==> src/rtl/ucpd_phy_pkg.sv <==
// Shared types for the UCPD PHY sequencer: controller states, Rp current codes
// and the comparator-to-CC-level encoder.
package ucpd_phy_pkg;

    typedef enum logic [2:0] {
        ST_OFF      = 3'd0,
        ST_SETTLE   = 3'd1,
        ST_DETECT   = 3'd2,
        ST_ATTACHED = 3'd3,
        ST_TX       = 3'd4
    } phy_state_t;

    localparam logic [1:0] RP_500MA  = 2'b00;
    localparam logic [1:0] RP_1500MA = 2'b01;
    localparam logic [1:0] RP_3000MA = 2'b10;
    localparam logic [1:0] RP_RSVD   = 2'b11;

    // CC level is the index of the highest asserted comparator plus one; 0 means open.
    function automatic logic [2:0] encode_vstate(input logic [3:0] cmp);
        logic [2:0] vs;
        vs = 3'd0;
        if (cmp[3])      vs = 3'd4;
        else if (cmp[2]) vs = 3'd3;
        else if (cmp[1]) vs = 3'd2;
        else if (cmp[0]) vs = 3'd1;
        return vs;
    endfunction

endpackage

==> src/rtl/ucpd_cc_debounce.sv <==
// Comparator synchronizer, CC level encoder and the counter shared between the
// post-power-up settle delay and the CC debounce.
module ucpd_cc_debounce
    import ucpd_phy_pkg::*;
#(
    parameter int SETTLE_CYC   = 16,
    parameter int DEBOUNCE_CYC = 8,
    parameter int CNT_W        = 16
) (
    input  logic       clk,
    input  logic       srst_n,
    input  logic [3:0] compout,
    input  logic       settle,
    input  logic       run,
    input  logic       clr,
    output logic       settle_done,
    output logic       acc_stb,
    output logic [2:0] acc_vstate
);

    localparam logic [CNT_W-1:0] SET_LAST = CNT_W'(SETTLE_CYC - 1);
    localparam logic [CNT_W-1:0] DEB_LAST = CNT_W'(DEBOUNCE_CYC - 1);
    localparam logic [CNT_W-1:0] DEB_HOLD = CNT_W'(DEBOUNCE_CYC);

    logic [3:0]       sync_q;
    logic [2:0]       sample;
    logic [2:0]       prev_reg;
    logic [CNT_W-1:0] cnt_reg;
    logic [CNT_W-1:0] cnt_next;
    logic             match;

    genvar gi;
    generate
        for (gi = 0; gi < 4; gi++) begin : g_sync
            logic [1:0] ff_reg;
            always_ff @(posedge clk) begin
                if (!srst_n) ff_reg <= 2'b00;
                else         ff_reg <= {ff_reg[0], compout[gi]};
            end
            assign sync_q[gi] = ff_reg[1];
        end
    endgenerate

    assign sample      = encode_vstate(sync_q);
    assign match       = (sample == prev_reg);
    assign settle_done = settle && (cnt_reg == SET_LAST);
    // Strobe is combinational so the sequencer's registered outputs land on the accept edge.
    assign acc_stb     = run && match && (cnt_reg == DEB_LAST);
    assign acc_vstate  = sample;

    always_comb begin
        cnt_next = cnt_reg;
        if (clr)
            cnt_next = '0;
        else if (settle)
            cnt_next = cnt_reg + 1'b1;
        else if (run) begin
            if (!match)
                cnt_next = '0;
            else if (cnt_reg < DEB_HOLD)
                cnt_next = cnt_reg + 1'b1;
        end else
            cnt_next = '0;
    end

    always_ff @(posedge clk) begin
        if (!srst_n) begin
            cnt_reg  <= '0;
            prev_reg <= 3'd0;
        end else begin
            cnt_reg <= cnt_next;
            if (clr || (!settle && !run)) prev_reg <= 3'd0;
            else if (run)                 prev_reg <= sample;
        end
    end

endmodule

==> src/rtl/ucpd_phy_seq.sv <==
// UCPD analog PHY sequencer: power-up, pull selection, CC attach/detach
// tracking and RX/TX switching. All outputs are registered from the next state.
module ucpd_phy_seq
    import ucpd_phy_pkg::*;
#(
    parameter int SETTLE_CYC   = 16,
    parameter int DEBOUNCE_CYC = 8,
    parameter int CNT_W        = 16
) (
    input  logic       pclk,
    input  logic       presetn,
    input  logic       ucpd_en,
    input  logic       src_mode,
    input  logic [1:0] rp_sel,
    input  logic [3:0] compout,
    input  logic       tx_req,
    input  logic       tx_done,
    output logic       phy_en,
    output logic       phy_comen,
    output logic       phy_rxen,
    output logic       phy_deten,
    output logic       phy_txoen,
    output logic       set_c500ma,
    output logic       set_c1500ma,
    output logic       set_c3000ma,
    output logic       set_rd,
    output logic       tx_gnt,
    output logic       attached,
    output logic [2:0] cc_vstate,
    output logic       evt_attach,
    output logic       evt_detach
);

    phy_state_t state_reg;
    phy_state_t state_next;
    logic       src_q_reg;
    logic       src_chg;
    logic       cnt_clr;
    logic       settle_done;
    logic       acc_stb;
    logic [2:0] acc_vstate;
    logic       detach;
    logic       active_next;
    logic       cc_live_next;
    logic [3:0] pull_next;

    ucpd_cc_debounce #(
        .SETTLE_CYC  (SETTLE_CYC),
        .DEBOUNCE_CYC(DEBOUNCE_CYC),
        .CNT_W       (CNT_W)
    ) u_debounce (
        .clk        (pclk),
        .srst_n     (presetn),
        .compout    (compout),
        .settle     (state_reg == ST_SETTLE),
        .run        (phy_deten),
        .clr        (cnt_clr),
        .settle_done(settle_done),
        .acc_stb    (acc_stb),
        .acc_vstate (acc_vstate)
    );

    assign src_chg = (state_reg != ST_OFF) && (src_mode != src_q_reg);
    assign detach  = acc_stb && (acc_vstate == 3'd0);

    always_comb begin
        state_next = state_reg;
        if (!ucpd_en)
            state_next = ST_OFF;
        else if (src_chg)
            state_next = ST_SETTLE;
        else begin
            case (state_reg)
                ST_OFF:      state_next = ST_SETTLE;
                ST_SETTLE:   if (settle_done) state_next = ST_DETECT;
                ST_DETECT:   if (acc_stb && (acc_vstate != 3'd0)) state_next = ST_ATTACHED;
                ST_ATTACHED: begin
                    if (detach)      state_next = ST_DETECT;
                    else if (tx_req) state_next = ST_TX;
                end
                ST_TX: begin
                    if (detach)       state_next = ST_DETECT;
                    else if (tx_done) state_next = ST_ATTACHED;
                end
                default:     state_next = ST_OFF;
            endcase
        end
    end

    // The shared counter restarts on every entry to SETTLE (including a role change) and to DETECT.
    assign cnt_clr = ((state_next == ST_SETTLE) && ((state_reg != ST_SETTLE) || src_chg)) ||
                     ((state_next == ST_DETECT) && (state_reg != ST_DETECT));

    always_comb begin
        pull_next = 4'b0001;
        if (src_mode) begin
            case (rp_sel)
                RP_1500MA:         pull_next = 4'b0100;
                RP_3000MA:         pull_next = 4'b0010;
                RP_500MA, RP_RSVD: pull_next = 4'b1000;
                default:           pull_next = 4'b1000;
            endcase
        end
    end

    assign active_next  = (state_next != ST_OFF);
    assign cc_live_next = (state_next == ST_DETECT) || (state_next == ST_ATTACHED) ||
                          (state_next == ST_TX);

    always_ff @(posedge pclk) begin
        if (!presetn) begin
            state_reg   <= ST_OFF;
            src_q_reg   <= 1'b0;
            phy_en      <= 1'b0;
            phy_comen   <= 1'b0;
            phy_rxen    <= 1'b0;
            phy_deten   <= 1'b0;
            phy_txoen   <= 1'b0;
            set_c500ma  <= 1'b0;
            set_c1500ma <= 1'b0;
            set_c3000ma <= 1'b0;
            set_rd      <= 1'b0;
            tx_gnt      <= 1'b0;
            attached    <= 1'b0;
            cc_vstate   <= 3'd0;
            evt_attach  <= 1'b0;
            evt_detach  <= 1'b0;
        end else begin
            state_reg <= state_next;
            src_q_reg <= src_mode;
            phy_en    <= active_next;
            {set_c500ma, set_c1500ma, set_c3000ma, set_rd} <= active_next ? pull_next : 4'b0000;
            phy_deten <= cc_live_next;
            phy_comen <= (state_next == ST_ATTACHED) || (state_next == ST_TX);
            phy_rxen  <= (state_next == ST_ATTACHED);
            phy_txoen <= (state_next == ST_TX);
            tx_gnt    <= (state_next == ST_TX);
            attached  <= (state_next == ST_ATTACHED) || (state_next == ST_TX);
            if (!cc_live_next)
                cc_vstate <= 3'd0;
            else if (acc_stb)
                cc_vstate <= acc_vstate;
            evt_attach <= (state_reg == ST_DETECT) && (state_next == ST_ATTACHED);
            evt_detach <= ((state_reg == ST_ATTACHED) || (state_reg == ST_TX)) &&
                          (state_next == ST_DETECT);
        end
    end

endmodule

==> config.mk <==
export PLATFORM = sky130hd
export DESIGN_NAME = ucpd_phy_seq
export DESIGN_NICKNAME = d
export VERILOG_FILES = /design/src/rtl/ucpd_phy_pkg.sv /design/src/rtl/ucpd_cc_debounce.sv /design/src/rtl/ucpd_phy_seq.sv
export SDC_FILE = /design/constraint.sdc
export NUM_CORES = 1
export LEC_CHECK = 0
export BUFFER_PORTS_ARGS = -buffer_cell sky130_fd_sc_hd__buf_2
export CAP_MARGIN = 10
export CORE_ASPECT_RATIO = 2
export CORE_MARGIN = 5
export CORE_UTILIZATION = 40
export CTS_BUF_LIST = sky130_fd_sc_hd__clkbuf_4
export DETAILED_ROUTE_END_ITERATION = 7
export GPL_TIMING_DRIVEN = 0
export PLACE_DENSITY = 0.56
export SETUP_SLACK_MARGIN = 0.5
export SLEW_MARGIN = 40
export SYNTH_ARGS = -nofsm -noshare
export SYNTH_HDL_FRONTEND = slang
export SYNTH_SLANG_ARGS = --single-unit
==> constraint.sdc <==
create_clock -name pclk -period 3.8 [get_ports pclk]
set_clock_uncertainty 0.2 [all_clocks]
set_input_delay 0 -clock pclk [delete_from_list [all_inputs] [get_ports pclk]]
set_output_delay 0 -clock pclk [all_outputs]
set_load 0.01 [all_outputs]
# Yosys cells after proc, flatten, opt, wreduce, memory -nomap -nowiden

Cells that the tools add are included.

Add/subtract/negate cells: 1
Order comparisons: 1
Equal/unequal tests: 18
Muxes and demuxes: 19
Bitwise logic cells: 1
Reductions and logical operators: 32

Operators with widths:

| kind                                                                   | count |
|---|---|
| 16-bit 2-to-1 mux                                                      | 4 |
| 3-bit 2-to-1 mux                                                       | 11 |
| 16-bit by 1-bit adder with 16-bit output (second input constant)       | 1 |
| 16-bit by 3-bit == test with 1-bit output (second input constant)      | 1 |
| 16-bit by 4-bit == test with 1-bit output (second input constant)      | 1 |
| 16-bit by 4-bit < comparator with 1-bit output (second input constant) | 1 |
| 3-bit one-hot mux with 5 select lines                                  | 1 |
| 3-bit by 2-bit == test with 1-bit output (second input constant)       | 4 |
| 4-bit one-hot mux with 3 select lines                                  | 1 |
| 1-bit logical AND                                                      | 11 |
| 3-bit nonzero test                                                     | 3 |
| 1-bit logical OR                                                       | 7 |
| 3-bit by 1-bit == test with 1-bit output (second input constant)       | 2 |
| 3-bit == test (second input constant)                                  | 2 |
| 3-bit logical NOT                                                      | 2 |
| 2-bit OR reduction                                                     | 3 |
| 2-bit == test (second input constant)                                  | 2 |
| 4-bit by 3-bit != test with 1-bit output (second input constant)       | 1 |
| 2-bit AND reduction                                                    | 2 |
| 3-bit == test                                                          | 1 |
| 3-bit by 1-bit != test with 1-bit output (second input constant)       | 1 |
| 3-bit by 2-bit != test with 1-bit output (second input constant)       | 1 |
| 3-bit AND reduction                                                    | 1 |
| 2-bit by 1-bit == test with 1-bit output (second input constant)       | 1 |
| other kinds (5)                                                        | 7 |

Flip-flop bits (word level): 45
Bits of input ports: 12
Output and inout bits: 16
Logic and storage cells: 92

# Logic depth before layout (Yosys ltp)

Depth in word-level cells: 17
Depth in mapped cells: 10

# Cells and area by module

Synthesis repeated with hierarchy kept, for this count alone.

Cell total of the unflattened synthesis: 269
Area, all modules: 2354.8 sq um

Modules (own cells, without submodules):

| module           | times used | cells each | area each (sq um) | seq. area each (sq um) |
|---|---|---|---|---|
| ucpd_cc_debounce | 1          | 176        | 1475.2            | 540.5 |
| ucpd_phy_seq     | 1          | 93         | 879.6             | 360.3 |

# Worst setup path after synthesis

Ideal clock, no wire load.

Kind: flip-flop to flip-flop
Start: register u_debounce.cnt_reg[11]
End: register u_debounce.cnt_reg[12]
Arrival time: 2.411 ns
Required time: 3.470 ns
Slack: 1.059 ns
Stages on the path, launching flop included: 10
Path buffers: 1
Period minus slack after synthesis: 2.741 ns
Path through: dfxtp_1 or4_4 nor4_4 and2_2 nand4_4 and3_1 nand3b_1 mux2i_4 buf_6 nor3_1

Longest elaborated chain between the ends: 11
Elaborated cells on any way between the ends: 26
Classes of those cells: add/sub (1); order compare (1); eq/ne (5); mux (11); reduce/logical (8)

RTL lines:

| item                                                                                                        | line                                                       | RTL |
|---|---|---|
| start: declaration                                                                                          | ucpd_cc_debounce.sv:28                                     | `logic [CNT_W-1:0] cnt_reg;` |
| start signal: assignment                                                                                    | ucpd_cc_debounce.sv:71                                     | `cnt_reg <= cnt_next;` |
| 16-bit by 3-bit == test with 1-bit output                                                                   | ucpd_cc_debounce.sv:48                                     | `assign acc_stb = run && match && (cnt_reg == DEB_LAST);` |
| 1-bit logical AND                                                                                           | ucpd_cc_debounce.sv:48                                     |  |
| 1-bit logical AND, on equally long branches                                                                 | ucpd_phy_seq.sv:64, ucpd_phy_seq.sv:76                     |  |
| 3-bit 2-to-1 mux, on equally long branches                                                                  | ucpd_phy_seq.sv:82, ucpd_phy_seq.sv:76, ucpd_phy_seq.sv:78 |  |
| 3-bit one-hot mux with 5 select lines                                                                       | ucpd_phy_seq.sv:73                                         | `case (state_reg)` |
| 3-bit 2-to-1 mux                                                                                            | ucpd_phy_seq.sv:70                                         | `else if (src_chg)` |
| 3-bit 2-to-1 mux                                                                                            | ucpd_phy_seq.sv:68                                         | `if (!ucpd_en)` |
| 3-bit by 1-bit == test with 1-bit output / 3-bit by 2-bit == test with 1-bit output (equally long branches) | ucpd_phy_seq.sv:91, ucpd_phy_seq.sv:92                     |  |
| 1-bit logical AND, on equally long branches                                                                 | ucpd_phy_seq.sv:91, ucpd_phy_seq.sv:92                     |  |
| 1-bit logical OR                                                                                            | ucpd_phy_seq.sv:91                                         | `assign cnt_clr = ((state_next == ST_SETTLE) && ((state_reg != ST_SETTLE) \|\| src_chg)) \|\|` |
| 2-bit OR reduction (no source line)                                                                         | n/a                                                        |  |

Parallel ways exist; a longest one is shown, timed or not. The select of a mux whose other input is x is not followed.
A chain may end at the register's enable or synchronous reset.

# Final worst setup path

Start: register u_debounce.cnt_reg[11]
End: register set_rd

Longest elaborated chain between the ends: 9
Elaborated cells on any way between the ends: 15
Classes of those cells: eq/ne (2); mux (7); reduce/logical (6)

RTL lines:

| item                                        | line                                                       | RTL |
|---|---|---|
| 16-bit by 3-bit == test with 1-bit output   | ucpd_cc_debounce.sv:48                                     |  |
| 1-bit logical AND                           | ucpd_cc_debounce.sv:48                                     |  |
| 1-bit logical AND, on equally long branches | ucpd_phy_seq.sv:64, ucpd_phy_seq.sv:76                     |  |
| 3-bit 2-to-1 mux, on equally long branches  | ucpd_phy_seq.sv:82, ucpd_phy_seq.sv:76, ucpd_phy_seq.sv:78 |  |
| 3-bit one-hot mux with 5 select lines (*)   | ucpd_phy_seq.sv:73                                         |  |
| 3-bit 2-to-1 mux (*)                        | ucpd_phy_seq.sv:70                                         |  |
| 3-bit 2-to-1 mux (*)                        | ucpd_phy_seq.sv:68                                         |  |
| 3-bit nonzero test (*)                      | ucpd_phy_seq.sv:106                                        | `assign active_next = (state_next != ST_OFF);` |
| 2-bit AND reduction (no source line) (*)    | n/a                                                        |  |
| end signal: assignment                      | ucpd_phy_seq.sv:132                                        | `{set_c500ma, set_c1500ma, set_c3000ma, set_rd} <= active_next ? pull_next : 4'b0000;` |
| end: declaration                            | ucpd_phy_seq.sv:26                                         | `output logic set_rd,` |

Every way passes the cells marked *; elsewhere a longest branch is shown, timed or not.

==> impl_metrics.prom <==
# TYPE chip_impl_metric gauge
chip_impl_metric{name="min_period",unit="ps"} 3143
chip_impl_metric{name="avgSynthCellArea",unit="sq um"} 8.758
chip_impl_metric{name="flip_flop_count_of_the_largest_register_all_copies_and_words_added",unit=""} 16
chip_impl_metric{name="highest_net_fanout_along_the_worst_path",unit=""} 5
chip_impl_metric{name="critPathBufInv",unit=""} 1
chip_impl_metric{name="detailedRoute.firstIterationViolations",unit=""} 28
chip_impl_metric{name="rows",unit=""} 36
chip_impl_metric{name="tightest_slew",unit="ps"} 707.6
chip_impl_metric{name="detail-route-antenna-nets",unit=""} 0
chip_impl_metric{name="synth_cell_type_count",unit=""} 44
chip_impl_info{name="grt_setup_unrepaired",value="no"} 1
chip_impl_metric{name="multi_input_gate_area_in_the_final_layout",unit="sq um"} 1046
chip_impl_metric{name="synthesis.instances",unit=""} 231
chip_impl_metric{name="p_clk_share",unit="%"} 29.3
chip_impl_metric{name="postSynthRegisterBits",unit=""} 45
chip_impl_metric{name="synth_sequential_area_ratio",unit="%"} 44.53
chip_impl_metric{name="final-setup-viol-count",unit=""} 0
chip_impl_metric{name="core",unit="sq um"} 4910
chip_impl_metric{name="totalNegativeSetupSlack",unit="ps"} 0
chip_impl_metric{name="routabilityCongestion",unit=""} 0.7841
chip_impl_metric{name="first_pass_grt_wire_length",unit="um"} 7410
chip_impl_metric{name="critical_path.max_stage_delay",unit="ps"} 590
chip_impl_metric{name="timing.final.crit_share",unit="%"} 82.71
chip_impl_info{name="tritoncts",value="done"} 1
chip_impl_metric{name="post_route_cells_drive_above_1_share",unit="%"} 18.05
chip_impl_metric{name="dp_cells",unit=""} 314
chip_impl_metric{name="die_w",unit="um"} 60.29
chip_impl_metric{name="maxSlewViolCount",unit=""} 0
chip_impl_metric{name="synth-warning-count",unit=""} 0
chip_impl_metric{name="via_count",unit=""} 1703
chip_impl_metric{name="slew-limit-headroom",unit="%"} 52.39
chip_impl_metric{name="grt.total_usage",unit="%"} 14.45
chip_impl_info{name="outcome",value="finished clean"} 1
chip_impl_metric{name="pwr-share-seq",unit="%"} 63.0
chip_impl_info{name="worstSetupEndpointType",value="flop"} 1
chip_impl_metric{name="grt_remaining_overflow",unit=""} 0
chip_impl_metric{name="hpwl",unit="um"} 3401
chip_impl_metric{name="avgViaCountPerCell",unit=""} 5.099
chip_impl_metric{name="cp.required",unit="ps"} 3920
chip_impl_metric{name="max-cap-violations",unit=""} 0
chip_impl_metric{name="crit_arrival",unit="ps"} 3260
chip_impl_metric{name="antenna-diode-count",unit=""} 0
chip_impl_metric{name="timing_hold_violations_final",unit=""} 0
chip_impl_metric{name="fmaxAchievable",unit="MHz"} 318.2
chip_impl_metric{name="die_y",unit="um"} 110.6
chip_impl_metric{name="grt_start_max_net_pins",unit=""} 15
chip_impl_metric{name="power_frac_comb",unit="%"} 7.6
chip_impl_metric{name="initial_utilization",unit="%"} 41.21
chip_impl_info{name="clock-root-buffer",value="sky130_fd_sc_hd__clkbuf_4"} 1
chip_impl_metric{name="area_growth",unit="%"} 19.48
chip_impl_info{name="setup_cp_type",value="flop to flop"} 1
chip_impl_info{name="worst_hold_path_type",value="input port to flop"} 1
chip_impl_metric{name="power_leakage",unit="nW"} 0.9991
chip_impl_metric{name="layout.cells.non_filler",unit=""} 334
chip_impl_metric{name="htree_levels",unit=""} 2
chip_impl_metric{name="numClockSinks",unit=""} 45
chip_impl_metric{name="synth.net_count",unit=""} 246
chip_impl_info{name="critPathTopFamily",value="simple AND/OR/NAND/NOR gates"} 1
chip_impl_metric{name="layout.core_utilization",unit="%"} 49.24
chip_impl_info{name="cp-start-kind",value="flop"} 1
chip_impl_metric{name="cts_buffers",unit=""} 5
chip_impl_info{name="cp_cell_sequence",value="or4_4, nor4_4, and2_2, nand4_4, a21oi_2, o211ai_1, a31oi_1, dlygate4sd3_1"} 1
chip_impl_metric{name="die_area",unit="sq um"} 6667
chip_impl_metric{name="ir_worst_vdd",unit="mV"} 0.2007
chip_impl_metric{name="netSwitchingFraction",unit="%"} 24.84
chip_impl_metric{name="reg2reg_slack",unit="ps"} 660
chip_impl_info{name="slowest_stage",value="sky130_fd_sc_hd__or4_4"} 1
chip_impl_metric{name="net-switching-power",unit="mW"} 0.1902
chip_impl_metric{name="wirelength",unit="um"} 4471
chip_impl_metric{name="clk_pin_slew",unit="ps"} 140
chip_impl_metric{name="ios",unit=""} 28
chip_impl_metric{name="area.sequential",unit="sq um"} 900.9
chip_impl_metric{name="cell_area_power_density",unit="nW/um^2"} 316.7
chip_impl_metric{name="first_pass_iters",unit=""} 4
chip_impl_metric{name="antenna_found_initial",unit=""} 0
chip_impl_metric{name="port_buffers",unit=""} 26
chip_impl_metric{name="drc_violations_left",unit=""} 0
chip_impl_metric{name="cell_internal_pwr",unit="mW"} 0.5754
chip_impl_metric{name="layout.filler_cells",unit=""} 496
chip_impl_metric{name="grt_pass1_vias",unit=""} 1679
chip_impl_metric{name="insertion_delay",unit="ps"} 360
chip_impl_metric{name="finalNetCount",unit=""} 292
chip_impl_metric{name="buffer_levels_on_the_longest_clock_path",unit=""} 2
chip_impl_metric{name="drt-wirelength-per-cell",unit="um"} 13.39
chip_impl_metric{name="syn_area",unit="sq um"} 2023
## path summary, 6_finish.rpt
check | cells after the start | to | startpoint
max | 8 | set_rd | u_debounce.cnt_reg[11]
min | 6 | phy_rxen | tx_req
max reg2reg | 8 | set_rd | u_debounce.cnt_reg[11]
min reg2reg | 1 | u_debounce.g_sync[3].ff_reg[1] | u_debounce.g_sync[3].ff_reg[0]
## power by group through the flow
stage	Combinational, mW	Clock, mW	Sequential, mW
after floorplan	0.0318	0	0.493
after global placement	0.0501	0	0.493
after detailed placement	0.0504	0	0.493
after CTS	0.0589	0.237	0.483
after global routing	0.0651	0.253	0.484
final	0.0585	0.224	0.483
## cell families after synthesis
kind of cell,Yosys count,synth area share [%]
buffers and inverters,20,4.452
multiplexers,5,3.092
XOR/XNOR,15,6.494
adder cells (fa/ha/maj),3,1.855
AO/OA/AOI/OAI,28,9.029
AND/OR/NAND/NOR,115,30.55
flip-flops,45,44.53
## layout by cell type, fill, tap and decap left out, drive strengths merged, types with 4 or more instances in the layout
| master | netlist | routed |
|---|---|---|
| and2 | 12 | 12 |
| clkbuf | 4 | 9 |
| o21ai | 7 | 7 |
| and3 | 6 | 6 |
| nor2b | 5 | 5 |
| nor3 | 16 | 16 |
| nand3 | 9 | 9 |
| nand4 | 4 | 4 |
| nand2b | 4 | 4 |
| xnor2 | 12 | 12 |
| dlygate4sd3 | 0 | 11 |
| a21oi | 8 | 8 |
| inv | 13 | 13 |
| nand2 | 29 | 29 |
| mux2i | 5 | 5 |
| buf | 3 | 31 |
| nor2 | 19 | 19 |
| dfxtp | 45 | 45 |
## tightest hold or removal path, delay by kind of cell
kind | cells | cell delay (ps)
simple gates | 2 | 240
compound gates | 2 | 210
buf+inv | 2 | 150
## stage by stage
stage	hold WS (ps)	power, mW	cell area [sq um]	worst slack, ps
global placement	7.371	0.5431	2225	728.3
finish	76.61	0.7656	2417	657.1
floorplan	-130.6	0.5252	2023	1059
detailed placement	12.74	0.5436	2230	784.5
CTS	70.74	0.7788	2394	526.7
global route	94.92	0.8021	2417	498.6
## final cells by class
type                       instances  share of cell area, %
inverter                          13                  2.019
multi-input combinational        166                  43.27
clock inverter                     2                 0.6729
sequential                        45                  37.27
timing repair buffer              39                  10.56
clock buffer                       5                  1.553
tap                               57                  2.950
buffer                             7                  1.708
## cell usage after synthesis (all sizes together)
library cell	count	area, sq um
a211oi	3	27.52
a21oi	8	43.79
a22oi	1	7.510
a31oi	2	12.51
a32oi	1	8.760
and2	12	76.32
and3	6	37.54
and4bb	1	12.51
buf	3	26.27
clkbuf	4	15.01
dfxtp	45	900.9
ha	3	37.54
inv	13	48.80
mux2i	5	62.56
nand2	29	108.9
nand2b	4	25.02
nand3	9	45.04
nand3b	2	15.01
nand4	4	40.04
nor2	19	71.32
nor2b	5	31.28
nor3	16	80.08
nor3b	2	15.01
nor4	3	33.78
o211ai	1	7.510
o21ai	7	38.78
o21bai	1	7.510
o22ai	2	12.51
o31a	1	8.760
o31ai	1	7.510
or4	3	26.27
xnor2	12	105.1
xor2	3	26.28
## per-layer routing
layer / vias to the layer above / wire length (um) / track usage (%)
li1: 876 / - / -
met4: 0 / 110 / 6.213
met2: 29 / 2601 / 27.75
met3: 8 / 145 / 2.570
met5: - / 0 / 0
met1: 790 / 1613 / 13.71
## what timing repair did
item / 4_1_cts / 5_1_grt
resized for setup: 0 / 2
hold endpoints to repair: 22 / 0
buffers inserted: 0 / 2
hold buffers: 11 / 0
setup endpoints to repair: 0 / 1
(Power assumes the default switching activity.)
